<file path="config.mk">
export PLATFORM = sky130hd
export DESIGN_NAME = piso_serializer
export DESIGN_NICKNAME = d
export VERILOG_FILES = /design/src/rtl/piso_serializer.sv
export SDC_FILE = /design/constraint.sdc
export NUM_CORES = 1
export LEC_CHECK = 0
export ABC_AREA = 1
export BUFFER_PORTS_ARGS = -buffer_cell sky130_fd_sc_hd__buf_2
export CORE_MARGIN = 1.5
export CORE_UTILIZATION = 56
export CTS_CLUSTER_SIZE = 8
export DETAILED_ROUTE_END_ITERATION = 7
export PLACE_DENSITY = 0.82
export SYNTH_ARGS = -nofsm -noshare
export SYNTH_HDL_FRONTEND = slang
export SYNTH_SLANG_ARGS = --single-unit
</file>
<file path="constraint.sdc">
create_clock -name clk -period 2.3 [get_ports clk]
set_input_delay 0.345 -clock clk [delete_from_list [all_inputs] [get_ports clk]]
set_output_delay 0.345 -clock clk [all_outputs]
set_load 0.005 [all_outputs]
</file>
<file path="src/rtl/piso_serializer.sv">
// piso_serializer
//
// Parallel-in / serial-out serializer with a valid/ready input handshake.
// A WIDTH-bit word is accepted and shifted out one bit per shift_en tick,
// LSB-first or MSB-first. Frame markers (sof/eof) flag the first and last
// bits of each word. Back-to-back words are sent with no gap between frames.
//
// Parameters
//   WIDTH      word width in bits (>= 2)
//   MSB_FIRST  0: bit 0 leaves first, 1: bit WIDTH-1 leaves first
//   IDLE_LEVEL level driven on so while no frame is active
//
// Ports
//   clk       in   rising-edge clock
//   rst       in   asynchronous active-high reset
//   shift_en  in   bit-rate tick; a bit advances only on edges where it is 1
//   flush     in   synchronous abort of the current frame
//   in_valid  in   in_data holds a word
//   in_data   in   parallel word (WIDTH bits)
//   in_ready  out  word is accepted on this edge if in_valid is also high
//   so        out  serial data (registered)
//   so_valid  out  so carries a frame bit (registered)
//   sof       out  so carries the first bit of a word (registered)
//   eof       out  so carries the last bit of a word (registered)

module piso_serializer #(
  parameter int unsigned WIDTH      = 8,
  parameter int unsigned MSB_FIRST  = 0,
  parameter int unsigned IDLE_LEVEL = 0
) (
  input  logic             clk,
  input  logic             rst,
  input  logic             shift_en,
  input  logic             flush,
  input  logic             in_valid,
  input  logic [WIDTH-1:0] in_data,
  output logic             in_ready,
  output logic             so,
  output logic             so_valid,
  output logic             sof,
  output logic             eof
);

  localparam int unsigned    CW       = $clog2(WIDTH);
  localparam logic [CW-1:0]  LAST     = CW'(WIDTH - 1);
  localparam logic           IDLE_BIT = (IDLE_LEVEL != 0);
  localparam logic           MSB_MODE = (MSB_FIRST != 0);

  typedef enum logic {
    ST_IDLE,
    ST_SHIFT
  } state_t;

  state_t           r_state;
  logic [WIDTH-1:0] r_sr;
  logic [CW-1:0]    r_cnt;
  logic             r_so;
  logic             r_so_valid;
  logic             r_sof;
  logic             r_eof;

  logic             w_last;
  logic             w_word_end;
  logic             w_ready;
  logic             w_load;
  logic [CW-1:0]    w_cnt_next;
  logic [WIDTH-1:0] w_shifted;
  logic             w_first_bit;
  logic             w_next_bit;

  // The bit currently on so is always the outgoing end of r_sr; shifting
  // moves the next bit into that position and fills the far end with 0.
  assign w_last      = (r_cnt == LAST);
  assign w_word_end  = (r_state == ST_SHIFT) && shift_en && w_last;
  assign w_cnt_next  = r_cnt + 1'b1;
  assign w_shifted   = MSB_MODE ? {r_sr[WIDTH-2:0], 1'b0} : {1'b0, r_sr[WIDTH-1:1]};
  assign w_first_bit = MSB_MODE ? in_data[WIDTH-1] : in_data[0];
  assign w_next_bit  = MSB_MODE ? w_shifted[WIDTH-1] : w_shifted[0];

  // Ready is combinational so that a new word can be taken on the very edge
  // that retires the last bit of the current one; flush and reset block it.
  assign w_ready  = !rst && !flush && ((r_state == ST_IDLE) || w_word_end);
  assign w_load   = w_ready && in_valid;
  assign in_ready = w_ready;

  // flush outranks loading and shifting; a load already covers the
  // end-of-word case, so the shift branch only has to handle the idle return.
  always_ff @(posedge clk or posedge rst) begin
    if (rst) begin
      r_state    <= ST_IDLE;
      r_sr       <= '0;
      r_cnt      <= '0;
      r_so       <= IDLE_BIT;
      r_so_valid <= 1'b0;
      r_sof      <= 1'b0;
      r_eof      <= 1'b0;
    end else if (flush) begin
      r_state    <= ST_IDLE;
      r_sr       <= '0;
      r_cnt      <= '0;
      r_so       <= IDLE_BIT;
      r_so_valid <= 1'b0;
      r_sof      <= 1'b0;
      r_eof      <= 1'b0;
    end else if (w_load) begin
      r_state    <= ST_SHIFT;
      r_sr       <= in_data;
      r_cnt      <= '0;
      r_so       <= w_first_bit;
      r_so_valid <= 1'b1;
      r_sof      <= 1'b1;
      r_eof      <= 1'b0;
    end else if ((r_state == ST_SHIFT) && shift_en) begin
      if (w_last) begin
        r_state    <= ST_IDLE;
        r_sr       <= '0;
        r_cnt      <= '0;
        r_so       <= IDLE_BIT;
        r_so_valid <= 1'b0;
        r_sof      <= 1'b0;
        r_eof      <= 1'b0;
      end else begin
        r_sr  <= w_shifted;
        r_cnt <= w_cnt_next;
        r_so  <= w_next_bit;
        r_sof <= 1'b0;
        r_eof <= (w_cnt_next == LAST);
      end
    end
  end

  assign so       = r_so;
  assign so_valid = r_so_valid;
  assign sof      = r_sof;
  assign eof      = r_eof;

endmodule

</file>
==> flow_summary.toml, run 1 <==
[die]
die_area_um2 = 1760
rows = 13
fp.dieH_um = 41.9
core_area_um2 = 1350
dieWidth_um = 41.9
ioPinCount = 18
start_util = 0.628

[cells_and_area]
mostFrequentLayoutCells = "nand2_1 (32), nand4_1 (17), buf_2 (17), inv_1 (15), dfrtp_1 (14)"
fin_util = 0.710
layout-drive-gt1-share = 0.213
finalNetCount = 144
diodes = 0
final_common_cell = "nand2_1"
syn2layout_area_growth_pct = 13.0

[grt]
gr-usage-all-layers = 0.214
grt_remaining_overflow = 0
antenna_found_initial = 0
grt_max_degree = 23
grt_pass1_wl_um = 2970
grt_pass1_vias = 717

[critical_path]
cp.required_ns = 1.96
end_kind = "primary output"
critPathSlowestCell = "dfrtp_1"
cp_max_fo = 10
critPathTopFamily = "adder cells"
cpMostUsedCell = "ha_1"
cp-start-kind = "flip-flop"
cpPeakStageDelay_ns = 0.41
worstPathCellList = "ha_1 -> ha_1 -> nand2_2 -> nand2_4 -> nand2_1 -> inv_1 -> buf_2"
path_class = "flip-flop to primary output"
crit_buf_inv = 2
critical_path_arrival_ns = 1.58

[clock_network]
post_cts_buffers = 0
cts_resized = 0
clkLatencyLatePin_ns = 0.28
cts-root-buf = "clkbuf_4"
cts_buffers = 3
clk_pin_slew_worst_paths_ns = 0.08
cts_hold_buf = 0
cts_buffer_depth = 2
cts.htree.levels = 1
cts_tree = "yes"
clock_sinks = 14

[pwr]
switching_share = 0.270
power_leakage_uw = 0.000533
power_density_nw_per_um2 = 544
irDropWorstVdd_mv = 0.385
power_frac_comb = 0.150
seqPwrFrac = 0.508
clockPowerShare = 0.342
p_sw_uw = 141
p_int_uw = 381

[logic_synthesis]
synth_fp_nets = 127
syn_inst = 111
syn-cell-area_um2 = 848
ys_seq_area_frac = 0.413
post_synth_num_cell_types = 19
synth_top_area_frac = 0.413
syn_avg_cell_area_um2 = 7.64
synthTopCellsByArea = "dfrtp_1 (41%), nand2_1 (14%), nand4_1 (13%)"
ys_ff_latch = 14
yosysTopAreaCell = "dfrtp_1"
ys_warn_count = 0

[drt]
wl_per_cell_um = 12.0
viasPerCell = 5.39
first_iter_violations = 18
dr.pass1.iters = 4
via_count = 765
antenna_left = 0
drc_errors = 0
wl_um = 1700

[timing]
clock_skew_ns = 0.000246
fmax_mhz = 520
hold_violations = 0
setup_viol = 0
rsz0062_at_grt = "false"
report.final.slew_viol_count = 0
setup_tns_ns = 0
slew_headroom = 0.644
fin_crit_ns = 1.92
worst-slew-pin-transition_ns = 0.533
period_share = 0.837

[flow_run]
max-cap-violations = 0

[placed_design]
place_congestion = 0.823
dp_hpwl_um = 1230
port_buffers = 17

[run_status]
outcome = "completed"

[worst_hold_path]
worstHoldPathType = "primary input to asynchronous set/reset pin"
==> final cells by class <==
class                   instances  area, µm²
well taps                      15       18.8
flip-flops and latches         14        350
inverters                      15       56.3
fillers                       106        392
repair buffers                 17       85.1
multi-input cells              77        412
clock buffers                   4       36.3
==> cells by family (layout without fill, tap and decap cells) <==
group,count (synthesis),count (layout),share of synthesized area
buffers and inverters,20,36,0.102
flip-flops,14,14,0.413
AND/OR/NAND/NOR,66,66,0.394
AO/OA/AOI/OAI,8,8,0.0472
adder cells (fa/ha/maj),3,3,0.0443
==> worst paths after layout <==
check / end / depth (start not counted) / slack [ns] / startpoint
worst min register to register: r_sr[0] / 2 / 0.53 / r_sr[0]
worst min-delay path: r_sr[5] / 2 / 0.12 / rst
worst max register to register: r_cnt[0] / 7 / 0.47 / r_cnt[0]
worst max-delay path: in_ready / 7 / 0.38 / r_cnt[0]
min in group clk: r_sr[7] / 3 / 0.32 / in_data[7]
max in group asynchronous: r_sr[2] / 2 / 1.83 / rst
==> flip-flops by register name (all words and copies together) (netlist names) <==
| signal | flops |
|---|---|
| r_sr | 8 |
| r_cnt | 3 |
| eof | 1 |
| so_valid | 1 |
| sof | 1 |
==> power by group through the flow <==
stage | Sequential, µW | Clock, µW | Combinational [µW]
after floorplan | 269 | 0 | 52.6
after global placement | 269 | 0 | 76.7
after detailed placement | 270 | 0 | 78.3
after CTS | 265 | 178 | 78.7
after global routing | 266 | 185 | 90.0
final | 265 | 179 | 78.3
==> per-layer routing <==
| metal | GRT usage | wire length [µm] |
|---|---|---|
| met1 | 0.277 | 795 |
| met2 | 0.375 | 819 |
| met3 | 0.0261 | 72 |
| met4 | 0.0581 | 16 |
| met5 | 0 | 0 |
==> Yosys cell counts (all sizes together) <==
library cell and n:
a21oi 1, and3 1, buf 4, clkbuf 1, dfrtp 14, ha 3, inv 15, nand2 34
nand3 3, nand4 17, nor2 10, o21ai 7, or2 1
==> per-stage QoR <==
stage | instances | worst slack [ns] | hold WS, ns | instance area [µm²] | total power, µW
floorplan | 111 | 0.828 | 0.234 | 848 | 322
global placement | 138 | 0.606 | 0.449 | 922 | 346
detailed placement | 138 | 0.487 | 0.443 | 922 | 348
CTS | 142 | 0.376 | 0.140 | 958 | 521
global route | 142 | 0.272 | 0.192 | 958 | 541
finish | 142 | 0.375 | 0.119 | 958 | 522
No activity file was read; power rests on OpenSTA's default activity.
==> run 2: changes to the inputs <==
ABC_AREA = 0   (was 1)
CORE_UTILIZATION = 46   (was 56)
PLACE_DENSITY = 0.72   (was 0.82)
clock period = 1.6 ns   (was 2.3 ns; I/O delays follow)
==> flow_summary.toml, run 2 <==
[critical_path]
end_kind = "primary output"
cp-start-kind = "flip-flop"
critPathSlowestCell = "dfrtp_1"
cpPeakStageDelay_ns = 0.39
critPathTopFamily = "flip-flops"
path_class = "flip-flop to primary output"
critPathLaunch = "r_cnt[0]"
r2r_start = "r_cnt[0]"
cp_max_fo = 2
worstPathCellList = "ha_2 -> ha_4 -> a21bo_4 -> and2_4 -> buf_6"
cp.required_ns = 1.36
critical_path_arrival_ns = 1.48
crit_buf_inv = 1

[cells_and_area]
layout-drive-gt1-share = 0.385
largest_reg_flops = 8
reg_top3 = "r_sr (8), r_cnt (3)"
fin_cells = 120
fin_area_um2 = 1010
final_common_cell = "buf_2"
regMostFlops = "r_sr"
diodes = 0
syn2layout_area_growth_pct = 25.5
mostFrequentLayoutCells = "buf_2 (16), dfrtp_1 (14), nand3_1 (12), nor3_1 (7), buf_4 (6)"
finalNetCount = 121
fin_util = 0.641

[worst_hold_path]
worstHoldPathType = "primary input to asynchronous set/reset pin"

[run_status]
violations = "setup timing"
outcome = "finished, violations left"

[placed_design]
port_buffers = 17
placedCellCount = 113
dp_hpwl_um = 1250
place_congestion = 0.815
place_area_um2 = 912

[logic_synthesis]
synth_common_cells = "dfrtp_1 (14), nand3_1 (12), nor3_1 (7)"
syn_avg_cell_area_um2 = 10.1
syn-cell-area_um2 = 806
synthTopCellsByArea = "dfrtp_1 (43%), nand3_1 (7.5%), ha_1 (4.7%)"
post_synth_num_cell_types = 30
ys_ff_latch = 14
ys_warn_count = 0
synth_most_common_cell = "dfrtp_1"
ys_seq_area_frac = 0.435
ys.flop_type = "dfrtp_1"
synth_top_area_frac = 0.435
yosysTopAreaCell = "dfrtp_1"
syn_inst = 80
async_flop_share = 1.00
synth_edf_count = 0
synth_fp_nets = 96

[grt]
grt_pass1_vias = 674
busiest_layer = "met2"
gr-usage-all-layers = 0.213
grt_util_met3 = 0.0400
grtUsageMet1 = 0.309
antenna_found_initial = 0
grt_pass1_wl_um = 3090
gr-usage-met2 = 0.319
grt_max_degree = 15
grt_remaining_overflow = 0

[timing]
clock_skew_ns = 0.00105
worst_slack_ns = -0.115
worst-slew-pin-transition_ns = 0.541
fmax_mhz = 583
hold_violations = 0
rsz0062_at_grt = "true"
report.final.slew_viol_count = 0
setup_viol = 2
period_share = 1.07
slew_headroom = 0.639
fin_crit_ns = 1.72

[clock_network]
clkLatencyLatePin_ns = 0.28
cts_buffer_depth = 2
cts_hold_buf = 0
cts_buffers = 3
cts.htree.levels = 1
cts-root-buf = "clkbuf_4"
clk_pin_slew_worst_paths_ns = 0.09
cts_tree = "yes"
clock_sinks = 14

[die]
rows = 14
dieWidth_um = 44.9
ioPinCount = 18
core_area_um2 = 1580
fp.dieH_um = 44.9
start_util = 0.511
die_area_um2 = 2010

[drt]
wl_per_cell_um = 15.5
antenna_left = 0
dr.pass1.iters = 4
first_iter_violations = 20
drc_errors = 0
viasPerCell = 5.99
via_count = 719
wl_um = 1860

[pwr]
power_leakage_uw = 0.000458
p_sw_uw = 244
p_int_uw = 609
power_frac_comb = 0.211
seqPwrFrac = 0.480
clockPowerShare = 0.309
irDropWorstVdd_mv = 0.586
switching_share = 0.286
power_density_nw_per_um2 = 844

[flow_run]
max-cap-violations = 0
-- run 2: changes by cell type after synthesis, sizes merged, moves of 5 or more --
cell   previous run  this run
nand2            34         2
nand4            17         1
inv              15         5
nand3             3        12
nor3              0         7
nor2             10         4
a31oi             0         5
-- run 2: per-stage QoR --
stage	power (µW)	hold WS [ns]	TNS [ns]	setup slack [ns]
after CTS	850	0.0674	-0.126	-0.126
after global placement	577	0.369	0	0.0662
after global routing	895	0.0986	-0.216	-0.166
after detailed placement	581	0.377	-0.000861	-0.000861
after floorplan	525	0.129	0	0.0112
final	853	0.0453	-0.115	-0.115
-- run 2: cells by family (layout without fill, tap and decap cells) --
logic type,after synthesis,in the layout,synth area share
flops,14,14,0.435
fa+ha+maj,3,3,0.0466
compound gates,20,20,0.211
simple gates,35,35,0.258
buf+inv,8,32,0.0497
-- run 2: path summary, 6_finish.rpt --
| path | end | slack [ns] | cells after the start |
|---|---|---|---|
| hold / removal | r_sr[7] | 0.05 | 2 |
| setup reg to reg | eof | 0 | 5 |
| max in group asynchronous | r_sr[2] | 1.20 | 2 |
| min in group clk | r_sr[7] | 0.19 | 2 |
| setup / recovery | in_ready | -0.12 | 5 |
| hold reg to reg | sof | 0.48 | 1 |
-- run 2: layer usage --
metal / part of all wire / vias to the layer above / wire length (µm)
li1: - / 349 / -
met4: 0.013 / 0 / 24
met1: 0.49 / 346 / 921
met2: 0.45 / 20 / 832
met3: 0.046 / 4 / 86
met5: 0 / - / 0
-- run 2: final cells by class --
type                    count  area [µm²]
fillers                   124         566
flip-flops and latches     14         350
repair buffers             23         136
clock buffers               4        36.3
multi-input cells          58         449
well taps                  16        20.0
inverters                   5        18.8
-- run 2: power by group through the flow --
stage / Clock [µW] / Sequential [µW] / Combinational [µW]
2_1_floorplan: 0 / 412 / 114
6_report: 264 / 409 / 180
5_1_grt: 281 / 413 / 201
3_3_place_gp: 0 / 414 / 163
3_5_place_dp: 0 / 415 / 166
4_1_cts: 267 / 408 / 175
-- run 2: what timing repair did --
action | in CTS | in global routing
buffers inserted | 3 | 0
resized for setup | 4 | 5
setup endpoints to repair | 2 | 6
pin swaps | 4 | 5
cloned | 0 | 0
